**config.mk**
```make
export PLATFORM = sky130hd
export DESIGN_NAME = pwm_main
export DESIGN_NICKNAME = d
export VERILOG_FILES = /design/src/rtl/pwm_main.sv
export SDC_FILE = /design/constraint.sdc
export NUM_CORES = 1
export LEC_CHECK = 0
export ABC_CLOCK_PERIOD_IN_PS = 1700
export BUFFER_PORTS_ARGS = -buffer_cell sky130_fd_sc_hd__buf_4
export CORE_MARGIN = 4
export CORE_UTILIZATION = 53
export CTS_CLUSTER_SIZE = 8
export DETAILED_ROUTE_END_ITERATION = 6
export PLACE_DENSITY = 0.72
export REMOVE_ABC_BUFFERS = 1
export SYNTH_ARGS = -nofsm -noshare
export SYNTH_HDL_FRONTEND = slang
export SYNTH_SLANG_ARGS = --single-unit
```
**constraint.sdc**
```tcl
create_clock -name clk -period 1.7 [get_ports clk]
set_input_delay 0.34 -clock clk [delete_from_list [all_inputs] [get_ports clk]]
set_output_delay 0.34 -clock clk [all_outputs]
set_load 0.01 [all_outputs]
```
**src/rtl/pwm_main.sv**
```systemverilog
// pwm_main -- PWM generator whose duty cycle ramps from 0 % to 100 %.
//
// A free-running period counter sets the PWM period (2^CNT_WIDTH clocks).
// A free-running step timer advances the ramp level (stepper_counter) once
// per 2^STEP_WIDTH clocks. The ramp level saturates at 2^CNT_WIDTH, which is
// full on. duty_cycle only takes a new ramp level at the end of a PWM
// period, so every period is produced with a single, consistent duty value.
//
// Ports:
//   clk     in   single clock, all state changes on its rising edge
//   rst_n   in   synchronous, active-low reset
//   PWM_out out  registered PWM waveform (one clock behind the compare)
//
// Internal signals duty_cycle and stepper_counter are kept at top level so
// they are visible in waveforms.

// Period counter: free-running, wraps at all-ones.
//   clk, rst_n : as top level
//   value      : current counter value
//   wrap       : high while the counter sits at its last value
module pwm_period_counter #(
  parameter int WIDTH = 4
) (
  input  logic             clk,
  input  logic             rst_n,
  output logic [WIDTH-1:0] value,
  output logic             wrap
);
  logic [WIDTH-1:0] counter;

  always_ff @(posedge clk) begin
    if (!rst_n) counter <= '0;
    else        counter <= counter + 1'b1;
  end

  assign value = counter;
  assign wrap  = (counter == {WIDTH{1'b1}});
endmodule

// Ramp step timer: free-running, wraps at all-ones.
//   clk, rst_n : as top level
//   wrap       : high while the timer sits at its last value
module pwm_step_timer #(
  parameter int WIDTH = 12
) (
  input  logic clk,
  input  logic rst_n,
  output logic wrap
);
  logic [WIDTH-1:0] step;

  always_ff @(posedge clk) begin
    if (!rst_n) step <= '0;
    else        step <= step + 1'b1;
  end

  assign wrap = (step == {WIDTH{1'b1}});
endmodule

module pwm_main #(
  parameter int CNT_WIDTH  = 4,
  parameter int STEP_WIDTH = 12
) (
  input  logic clk,
  input  logic rst_n,
  output logic PWM_out
);
  // Full-on level: one more than the largest counter value, hence the
  // extra bit on duty_cycle and stepper_counter.
  localparam logic [CNT_WIDTH:0] DUTY_MAX = {1'b1, {CNT_WIDTH{1'b0}}};

  logic [CNT_WIDTH-1:0] count;
  logic                 count_wrap;
  logic                 step_wrap;
  logic [CNT_WIDTH:0]   duty_cycle;
  logic [CNT_WIDTH:0]   stepper_counter;

  pwm_period_counter #(.WIDTH(CNT_WIDTH)) counter_inst (
    .clk   (clk),
    .rst_n (rst_n),
    .value (count),
    .wrap  (count_wrap)
  );

  pwm_step_timer #(.WIDTH(STEP_WIDTH)) stepper_inst (
    .clk   (clk),
    .rst_n (rst_n),
    .wrap  (step_wrap)
  );

  always_ff @(posedge clk) begin
    if (!rst_n) begin
      stepper_counter <= '0;
      duty_cycle      <= '0;
      PWM_out         <= 1'b0;
    end else begin
      // Ramp level saturates at full-on rather than wrapping back to 0.
      if (step_wrap && (stepper_counter != DUTY_MAX))
        stepper_counter <= stepper_counter + 1'b1;
      // Takes the pre-edge ramp level, even if it advances on this same edge.
      if (count_wrap)
        duty_cycle <= stepper_counter;
      // Zero-extended compare: duty 0 never fires, DUTY_MAX always fires.
      PWM_out <= ({1'b0, count} < duty_cycle);
    end
  end
endmodule

```
==> impl_metrics.csv, run 1 <==
group,metric,value,unit
synth,syn_area,1220,um2
finish,syn2layout_area_growth,8.50,%
cts,clock_latency,0.32,ns
timing,hold_violations,0,
timing,period_minus_slack,1.58,ns
timing,slew_viol_final,0,
cts,cts_tree,"done",
timing,slew_headroom,63.2,%
grt,grt_max_degree,18,
placed_design,portBuffers,2,
routing,avgRoutedWirePerCell,12.6,um
grt,track_usage,14.9,%
cts,clock-root-buffer,"clkbuf_4",
timing,max_clock_freq,0.631,GHz
timing,worstMarginPinSlew,0.544,ns
routing,dr_total_vias,920,
timing,fin_hold_ws,0.339,ns
critical_path,arrival,1.84,ns
routing,ant_nets,0,
floorplanning,ioPinCount,3,
floorplanning,dieArea,3140,um2
timing,setup_violations,0,
floorplanning,start_util,55.3,%
synth,ys_types,29,
worst_hold_path,holdCritPathClass,"in -> reg",
cts,htreeDepth,1,
critical_path,crit_required,1.95,ns
grt,antenna_found_initial,0,
synth,yosys_most_used_dff,"dfxtp_1",
synth,syn_avg_cell_area,9.40,um2
pwr,leakage,0.494,nW
floorplanning,rows,17,
finish,fin_util,60.0,%
timing,period_share,93.2,%
finish,nNetsFinal,147,
routing,first_pass_iters,4,
placed_design,place_hpwl,1550,um
cts,path_clk_slew,0.13,ns
flow_run,maxCapViolCount,0,
routing,drc_errors,0,
pwr,ir_drop,514,uV
grt,grt_pass1_vias,880,
cts,numClockSinks,27,
synth,synth_seq_cells,27,
routing,routed_wl,2090,um
timing,setup_ws,0.115,ns
floorplanning,die_h,56.0,um
synth,synth_edf_count,0,
synth,synthCells,130,
placed_design,place_congestion,0.762,
cts,hold_buffers,0,
finish,diodes,0,
critical_path,path_class,"reg -> reg",
floorplanning,core_area,2210,um2
placed_design,post-place-ws,0.0449,ns
pwr,powerDensity,743,nW/um2
synth,async_reset_ff_share,0,%
grt,grt_pass1_wl,3840,um
routing,dr.first_iter.drc_count,19,
timing,finalSetupTns,0,ns
critical_path,end_kind,"flip-flop",
timing,skew,0.00459,ns
timing,grt_setup_unrepaired,"no",
critical_path,crit_fanout,9,
synth,ys_seq_area_share,44.2,%
placed_design,place_area,1290,um2
floorplanning,die_w,56.0,um
synth,yosys_warnings,0,
run_status,status,"completed",
finish,drive_gt1_share,8.76,%
cts,cts_made_buffers,3,
cts,post_cts_buffers,0,
grt,grt_overflow,0,
finish,fin_area,1330,um2
critical_path,startpoint_type,"flip-flop",
cts,cts_buffer_depth,2,
routing,vias_per_cell,5.58,
[timing repair]
action / 4_1_cts / 5_1_grt
resized for setup: 0 / 3
hold endpoints to repair: 0 / 0
endpoints found under the setup margin: 0 / 5
[cell families (layout without fill, tap and decap cells)]
group | Yosys count | count (layout) | share of synthesized area [%]
adder cells (fa/ha/maj) | 7 | 7 | 7.16
XOR/XNOR | 5 | 5 | 3.58
buffers and inverters | 9 | 16 | 2.76
flip-flops | 27 | 27 | 44.2
AO/OA/AOI/OAI | 15 | 15 | 8.09
AND/OR/NAND/NOR | 57 | 57 | 26.0
multiplexers | 10 | 10 | 8.19
[cell usage after synthesis, types with 3 or more instances]
library cell | n | area (um2)
inv_1 | 6 | 22.5
nor2_1 | 13 | 48.8
nand2_1 | 11 | 41.3
nand2b_1 | 6 | 37.5
or3_1 | 3 | 18.8
a21oi_1 | 5 | 25.0
ha_1 | 7 | 87.6
nor4_1 | 4 | 25.0
o21ai_0 | 3 | 15.0
dfxtp_1 | 27 | 541
nand3_1 | 7 | 35.0
mux2i_1 | 10 | 100
or4_1 | 3 | 22.5
nand4_1 | 4 | 25.0
xor2_1 | 3 | 26.3
[metal layers]
layer | share of wire [%] | global-route usage (%) | up-vias
li1 | - | - | 476
met1 | 52 | 19.9 | 430
met2 | 44 | 22.9 | 12
met3 | 3.0 | 3.02 | 2
met4 | 0.67 | 7.12 | 0
met5 | 0 | 0 | -
[critical path, stage by stage, from the launching register on]
cell and delay (ns):
dfxtp_1 0.38, ha_2 0.23, nand4_4 0.08, buf_4 0.18, or4_1 0.49, a21oi_1 0.16
[sequential cells by signal, indices dropped and copies added, names as in the netlist]
register	flops
PWM_out	1
counter_inst.value	4
duty_cycle	5
stepper_counter	5
stepper_inst.step	12
[metrics by stage]
| step | cells | total power, mW |
|---|---|---|
| floorplan | 128 | 0.707 |
| global placement | 161 | 0.726 |
| detailed placement | 161 | 0.729 |
| CTS | 165 | 0.997 |
| global route | 165 | 1.05 |
| finish | 165 | 0.985 |
[placed cells by master (no fill, tap or decap)]
cell type  instances
a211oi_1           1
a21oi_1            5
a32o_1             1
and2_1             2
buf_4              5
clkbuf_1           1
clkbuf_4           3
clkinv_1           1
dfxtp_1           26
dfxtp_2            1
ha_1               6
ha_2               1
inv_1              6
mux2i_1           10
nand2_1           11
nand2b_1           6
nand3_1            7
nand4_1            4
nand4_4            1
nor2_1            13
nor3b_1            1
nor4_1             4
nor4_4             1
nor4bb_1           1
o21a_1             1
o21ai_0            3
o311a_1            1
o31a_1             1
o31ai_1            2
or3_1              3
or4_1              3
xnor2_1            2
xor2_1             3
[worst paths after layout]
check / end / from / slack (ns) / cells after the start
hold / removal: stepper_inst.step[9] / rst_n / 0.34 / 2
setup reg to reg: stepper_inst.step[10] / stepper_inst.step[1] / 0.12 / 5
hold reg to reg: stepper_inst.step[0] / stepper_inst.step[0] / 0.44 / 1
setup / recovery: stepper_inst.step[10] / stepper_inst.step[1] / 0.12 / 5
[power by group]
part           switching, mW  total [mW]  internal, mW
clock network          0.178       0.270        0.0917
registers             0.0134       0.661         0.648
logic                 0.0297      0.0545        0.0248
[final cells by class]
type / count / area [um2]
fill: 206 / 886
multi-input combinational: 94 / 659
sequential: 27 / 542
timing repair buffer: 5 / 37.5
tap: 28 / 35.0
clock buffer: 4 / 26.3
inverter: 7 / 26.3
(Power assumes the default switching activity.)
==> inputs of run 2 (changes only) <==
--- a/config.mk
+++ b/config.mk
@@ -12,6 +12,7 @@
 export CTS_CLUSTER_SIZE = 8
 export DETAILED_ROUTE_END_ITERATION = 6
 export PLACE_DENSITY = 0.72
+export RECOVER_POWER = 100
 export REMOVE_ABC_BUFFERS = 1
 export SYNTH_ARGS = -nofsm -noshare
 export SYNTH_HDL_FRONTEND = slang
==> impl_metrics.csv, run 2 (synthesized netlist as in run 1, its figures left out) <==
group,metric,value,unit
timing,period_share,93.4,%
timing,finalSetupTns,0,ns
floorplanning,die_h,56.0,um
floorplanning,rows,17,
timing,period_minus_slack,1.59,ns
critical_path,startpoint_type,"flip-flop",
routing,dr_total_vias,912,
pwr,finalPower,0.982,mW
pwr,power_switching_share,22.6,%
pwr,internal-power,0.761,mW
finish,fin_util,59.5,%
finish,instances_no_fill,165,
pwr,p_seq_share,67.3,%
placed_design,post-place-ws,0.0449,ns
cts,cts_made_buffers,3,
critical_path,path_class,"reg -> reg",
finish,drive_gt1_share,7.30,%
floorplanning,ioPinCount,3,
floorplanning,die_w,56.0,um
grt,grt_pass1_vias,880,
cts,cts_tree,"done",
grt,antenna_found_initial,0,
finish,fin_area,1320,um2
pwr,powerDensity,746,nW/um2
worst_hold_path,whs_path_depth,1,
grt,grt_pass1_wl,3840,um
pwr,power_switching,0.222,mW
pwr,clkPwrFrac,27.5,%
routing,drc_errors,0,
placed_design,place_congestion,0.762,
finish,reg_top3,"stepper_inst.step (12), duty_cycle (5), stepper_counter (5)",
worst_hold_path,hp-start,"stepper_inst.step[0]",
critical_path,crit_required,1.95,ns
pwr,leakage,0.486,nW
worst_hold_path,holdCritPathClass,"reg -> reg",
routing,routed_wl,2090,um
cts,cts_buffer_depth,2,
floorplanning,dieArea,3140,um2
timing,setup_violations,0,
finish,largest_reg_flops,12,
timing,skew,0.00405,ns
flow_run,maxCapViolCount,0,
timing,slew_viol_final,0,
timing,worstMarginPinSlew,0.665,ns
cts,numClockSinks,27,
cts,clock-root-buffer,"clkbuf_4",
finish,diodes,0,
finish,nNetsFinal,147,
critical_path,r2r_end,"stepper_inst.step[10]",
routing,avgRoutedWirePerCell,12.7,um
routing,dr.first_iter.drc_count,14,
grt,track_usage,14.9,%
timing,setup_ws,0.113,ns
placed_design,place_area,1290,um2
placed_design,post-place-cells,161,
critical_path,ff2ff_setup_slack,0.11,ns
critical_path,r2r-start,"stepper_inst.step[1]",
timing,fin_hold_ws,0.441,ns
finish,final_common_cell,"dfxtp_1",
routing,ant_nets,0,
floorplanning,core_area,2210,um2
worst_hold_path,hold_path_end,"stepper_inst.step[0]",
grt,grt_max_degree,18,
run_status,status,"completed",
pwr,comb_power_share,5.2,%
routing,first_pass_iters,4,
critical_path,end_kind,"flip-flop",
critical_path,r2r_cells,5,
placed_design,place_hpwl,1550,um
finish,layout_common_cells,"dfxtp_1, nor2_1, nand2_1",
routing,vias_per_cell,5.53,
pwr,ir_drop,516,uV
timing,max_clock_freq,0.630,GHz
floorplanning,start_util,55.3,%
cts,hold_buffers,0,
cts,htreeDepth,1,
cts,clock_latency,0.32,ns
cts,path_clk_slew,0.13,ns
timing,grt_setup_unrepaired,"no",
timing,hold_violations,0,
finish,syn2layout_area_growth,7.68,%
grt,grt_overflow,0,
critical_path,arrival,1.84,ns
timing,slew_headroom,55.6,%
finish,regMostFlops,"stepper_inst.step",
placed_design,portBuffers,2,
critical_path,crit_fanout,9,
run 2: changes by cell type in the layout (fill, tap and decap cells not counted):
cell	previous run	this run
buf_4	5	2
clkbuf_1	1	3
clkbuf_2	0	1
run 2: how the worst max path moves through the flow:
stage | start | to | slack (ns)
after floorplan | stepper_inst.step[0] | stepper_counter[2] | 0.08
after global placement | stepper_inst.step[0] | stepper_counter[0] | 0.11
after detailed placement | stepper_inst.step[0] | stepper_counter[1] | 0.04
after CTS | stepper_inst.step[0] | stepper_counter[1] | 0.008
after global routing | stepper_inst.step[1] | stepper_inst.step[10] | 0.02
final | stepper_inst.step[1] | stepper_inst.step[10] | 0.11
run 2: final cells by class:
class / count / area (um2)
fillers: 211 / 896
multi-input cells: 94 / 659
flip-flops and latches: 27 / 542
well taps: 28 / 35.0
repair buffers: 5 / 27.5
clock buffers: 4 / 26.3
inverters: 7 / 26.3
run 2: power groups by stage:
stage / Clock, mW / Sequential, mW / Combinational [mW]
floorplan: 0 / 0.673 / 0.0334
global placement: 0 / 0.674 / 0.0525
detailed placement: 0 / 0.675 / 0.0545
CTS: 0.282 / 0.661 / 0.0547
global route: 0.319 / 0.665 / 0.0585
finish: 0.271 / 0.661 / 0.0507
run 2: layer usage:
layer / vias up / global-route usage [%] / share of wire [%]
met4: 0 / 7.12 / 0.67
met1: 428 / 19.9 / 53
met5: - / 0 / 0
met3: 2 / 3.02 / 1.5
met2: 6 / 22.9 / 45
li1: 476 / - / -
run 2: timing repair:
item / in CTS / in global routing
gates resized for setup: 0 / 3
setup buffers: 0 / 0
endpoints found under the setup margin: 0 / 5
run 2: worst max-delay path, stage by stage, from the launching register on:
cell,delay (ns)
dfxtp_1,0.38
ha_2,0.23
nand4_4,0.08
buf_4,0.18
or4_1,0.49
a21oi_1,0.16
==> inputs of run 3 (changes only) <==
--- a/config.mk
+++ b/config.mk
@@ -16,4 +16,5 @@
 export REMOVE_ABC_BUFFERS = 1
 export SYNTH_ARGS = -nofsm -noshare
 export SYNTH_HDL_FRONTEND = slang
+export SYNTH_HIERARCHICAL = 1
 export SYNTH_SLANG_ARGS = --single-unit
==> impl_metrics.csv, run 3 <==
group,metric,value,unit
run_status,status,"completed",
flow_run,maxCapViolCount,0,
critical_path,arrival,1.80,ns
synth,ys_seq_area_share,44.2,%
finish,diodes,0,
cts,clock-root-buffer,"clkbuf_4",
critical_path,crit_required,1.93,ns
synth,syn_area,1220,um2
floorplanning,dieArea,3140,um2
timing,setup_violations,0,
finish,layout_common_cells,"dfxtp_1, nand2_1, a21oi_1",
floorplanning,die_w,56.1,um
critical_path,r2r_cells,7,
timing,slew_headroom,77.2,%
finish,reg_top3,"stepper_inst/step (12), duty_cycle (5), stepper_counter (5)",
worst_hold_path,hp-start,"rst_n",
timing,max_clock_freq,0.637,GHz
cts,cts_buffer_depth,2,
synth,yosys.area.top_type,"dfxtp_1",
critical_path,ff2ff_setup_slack,0.13,ns
routing,routed_wl,1910,um
finish,largest_reg_flops,12,
critical_path,cp_cell_sequence,"ha_2, nand2_2, nor4_2, buf_4, nand4_1, xnor2_1, and2_1",
critical_path,path_class,"reg -> reg",
floorplanning,start_util,55.3,%
routing,dr.first_iter.drc_count,10,
cts,cts_made_buffers,3,
critical_path,slowest_stage,"dfxtp_2",
timing,slew_viol_final,0,
finish,nNetsFinal,144,
grt,grt_max_degree,20,
cts,numClockSinks,27,
floorplanning,die_h,56.1,um
critical_path,r2r-start,"stepper_inst/step[0]",
floorplanning,rows,17,
timing,skew,0.00907,ns
grt,antenna_found_initial,0,
finish,fin_area,1300,um2
timing,worstMarginPinSlew,0.342,ns
routing,first_pass_iters,4,
synth,synth_seq_cells,27,
floorplanning,core_area,2210,um2
floorplanning,ioPinCount,3,
synth,ys_types,29,
finish,drive_gt1_share,10.4,%
cts,path_clk_slew,0.14,ns
synth,yosys.cell_count.top_type,"dfxtp_1",
synth,synthCells,129,
grt,track_usage,13.6,%
pwr,powerDensity,752,nW/um2
placed_design,place_congestion,0.834,
grt,grt_pass1_wl,3530,um
finish,final_common_cell,"dfxtp_1",
grt,grt_pass1_vias,841,
worst_hold_path,hold_path_end,"PWM_out",
finish,instances_no_fill,162,
routing,avgRoutedWirePerCell,11.8,um
cts,htreeDepth,1,
synth,syn_avg_cell_area,9.49,um2
routing,drc_errors,0,
timing,grt_setup_unrepaired,"no",
placed_design,post-place-cells,157,
grt,grt_overflow,0,
synth,synth_area_leaders,"dfxtp_1, ha_1, mux2i_1",
critical_path,startpoint_type,"flip-flop",
placed_design,place_area,1260,um2
placed_design,place_hpwl,1420,um
finish,syn2layout_area_growth,5.93,%
synth,synth_top_area_share,44.2,%
worst_hold_path,whs_path_depth,3,
critical_path,end_kind,"flip-flop",
synth,yosys_most_used_dff,"dfxtp_1",
timing,period_share,92.3,%
routing,ant_nets,0,
synth,yosys_warnings,6,
finish,regMostFlops,"stepper_inst/step",
cts,cts_tree,"done",
synth,netlist_top_cells_count,"dfxtp_1, nand2_1, a21oi_1, inv_1",
pwr,ir_drop,575,uV
cts,clock_latency,0.31,ns
critical_path,crit_fanout,5,
pwr,finalPower,0.975,mW
placed_design,portBuffers,2,
routing,dr_total_vias,890,
timing,fin_hold_ws,0.354,ns
critical_path,max_stage_delay,0.37,ns
timing,hold_violations,0,
timing,period_minus_slack,1.57,ns
synth,async_reset_ff_share,0,%
synth,synth_edf_count,0,
critical_path,r2r_end,"stepper_counter[4]",
pwr,leakage,0.448,nW
worst_hold_path,holdCritPathClass,"in -> reg",
routing,vias_per_cell,5.49,
-- run 3: cell count changes in the layout (fill, tap and decap cells not counted), moves of 2 or more --
cell / change
nor2_1: -6
nor2b_1: +7
nor4_1: -4
nand2_1: -2
mux2i_1: -3
inv_1: +2
o31ai_1: +2
xor2_1: +2
nand2b_1: -5
nand3_1: -2
and2_1: +3
a21oi_1: +4
-- run 3: worst max-delay path by stage --
| stage | start | end | slack, ns | depth (start not counted) |
|---|---|---|---|---|
| 2_1_floorplan | stepper_inst/step[0] | stepper_counter[4] | -0.01 | 6 |
| 3_3_place_gp | stepper_inst/step[0] | stepper_counter[4] | 0.09 | 7 |
| 3_5_place_dp | stepper_inst/step[0] | stepper_counter[4] | 0.03 | 7 |
| 4_1_cts | stepper_inst/step[0] | stepper_counter[4] | 0.02 | 7 |
| 5_1_grt | stepper_inst/step[0] | stepper_counter[4] | 0.003 | 7 |
| 6_report | stepper_inst/step[0] | stepper_counter[4] | 0.13 | 7 |
-- run 3: cell type report --
class                   instances  area (um2)
inverters                       8        30.0
repair buffers                  5        30.0
multi-input cells              90         631
clock inverters                 1        5.00
flip-flops and latches         27         543
clock buffers                   3        22.5
fillers                       208         916
well taps                      28        35.0
-- run 3: repair_timing --
| action | CTS | global route |
|---|---|---|
| setup buffers | 0 | 1 |
| hold buffers | 0 | 0 |
| resized for setup | 0 | 5 |
| endpoints found under the setup margin | 0 | 4 |
| endpoints found under the hold margin | 0 | 0 |
-- run 3: critical path, delay by kind of cell, from the launching register on --
family / cells / cell delay, ns
xor+xnor: 1 / 0.14
fa+ha+maj: 1 / 0.21
buf+inv: 1 / 0.17
flops: 1 / 0.37
simple gates: 4 / 0.62
-- run 3: cells by family after synthesis --
logic type / Yosys count / synth area share [%]
AO/OA/AOI/OAI: 18 / 8.18
XOR/XNOR: 7 / 5.01
flip-flops: 27 / 44.2
buffers and inverters: 12 / 4.40
multiplexers: 7 / 5.73
adder cells (fa/ha/maj): 7 / 7.16
AND/OR/NAND/NOR: 51 / 25.4
-- run 3: per-stage QoR --
step	util, %	setup TNS, ns	setup WS, ns
floorplan	-	-0.0132	-0.0132
global placement	57.2	0	0.0898
detailed placement	57.2	0	0.0326
CTS	58.4	0	0.0161
global route	58.6	0	0.00289
finish	58.6	0	0.131
-- run 3: layer usage --
metal,vias to the layer above,track usage [%],part of all wire (%)
li1,458,-,-
met1,423,17.8,52
met2,7,22.4,46
met3,2,2.09,2.1
met4,0,5.08,0.73
met5,-,0,0
-- run 3: report_power, final --
part / total [mW] / internal, mW / switching [mW]
logic: 0.0489 / 0.0228 / 0.0260
clock network: 0.267 / 0.0879 / 0.179
registers: 0.660 / 0.648 / 0.0117
total: 0.975 / 0.759 / 0.217
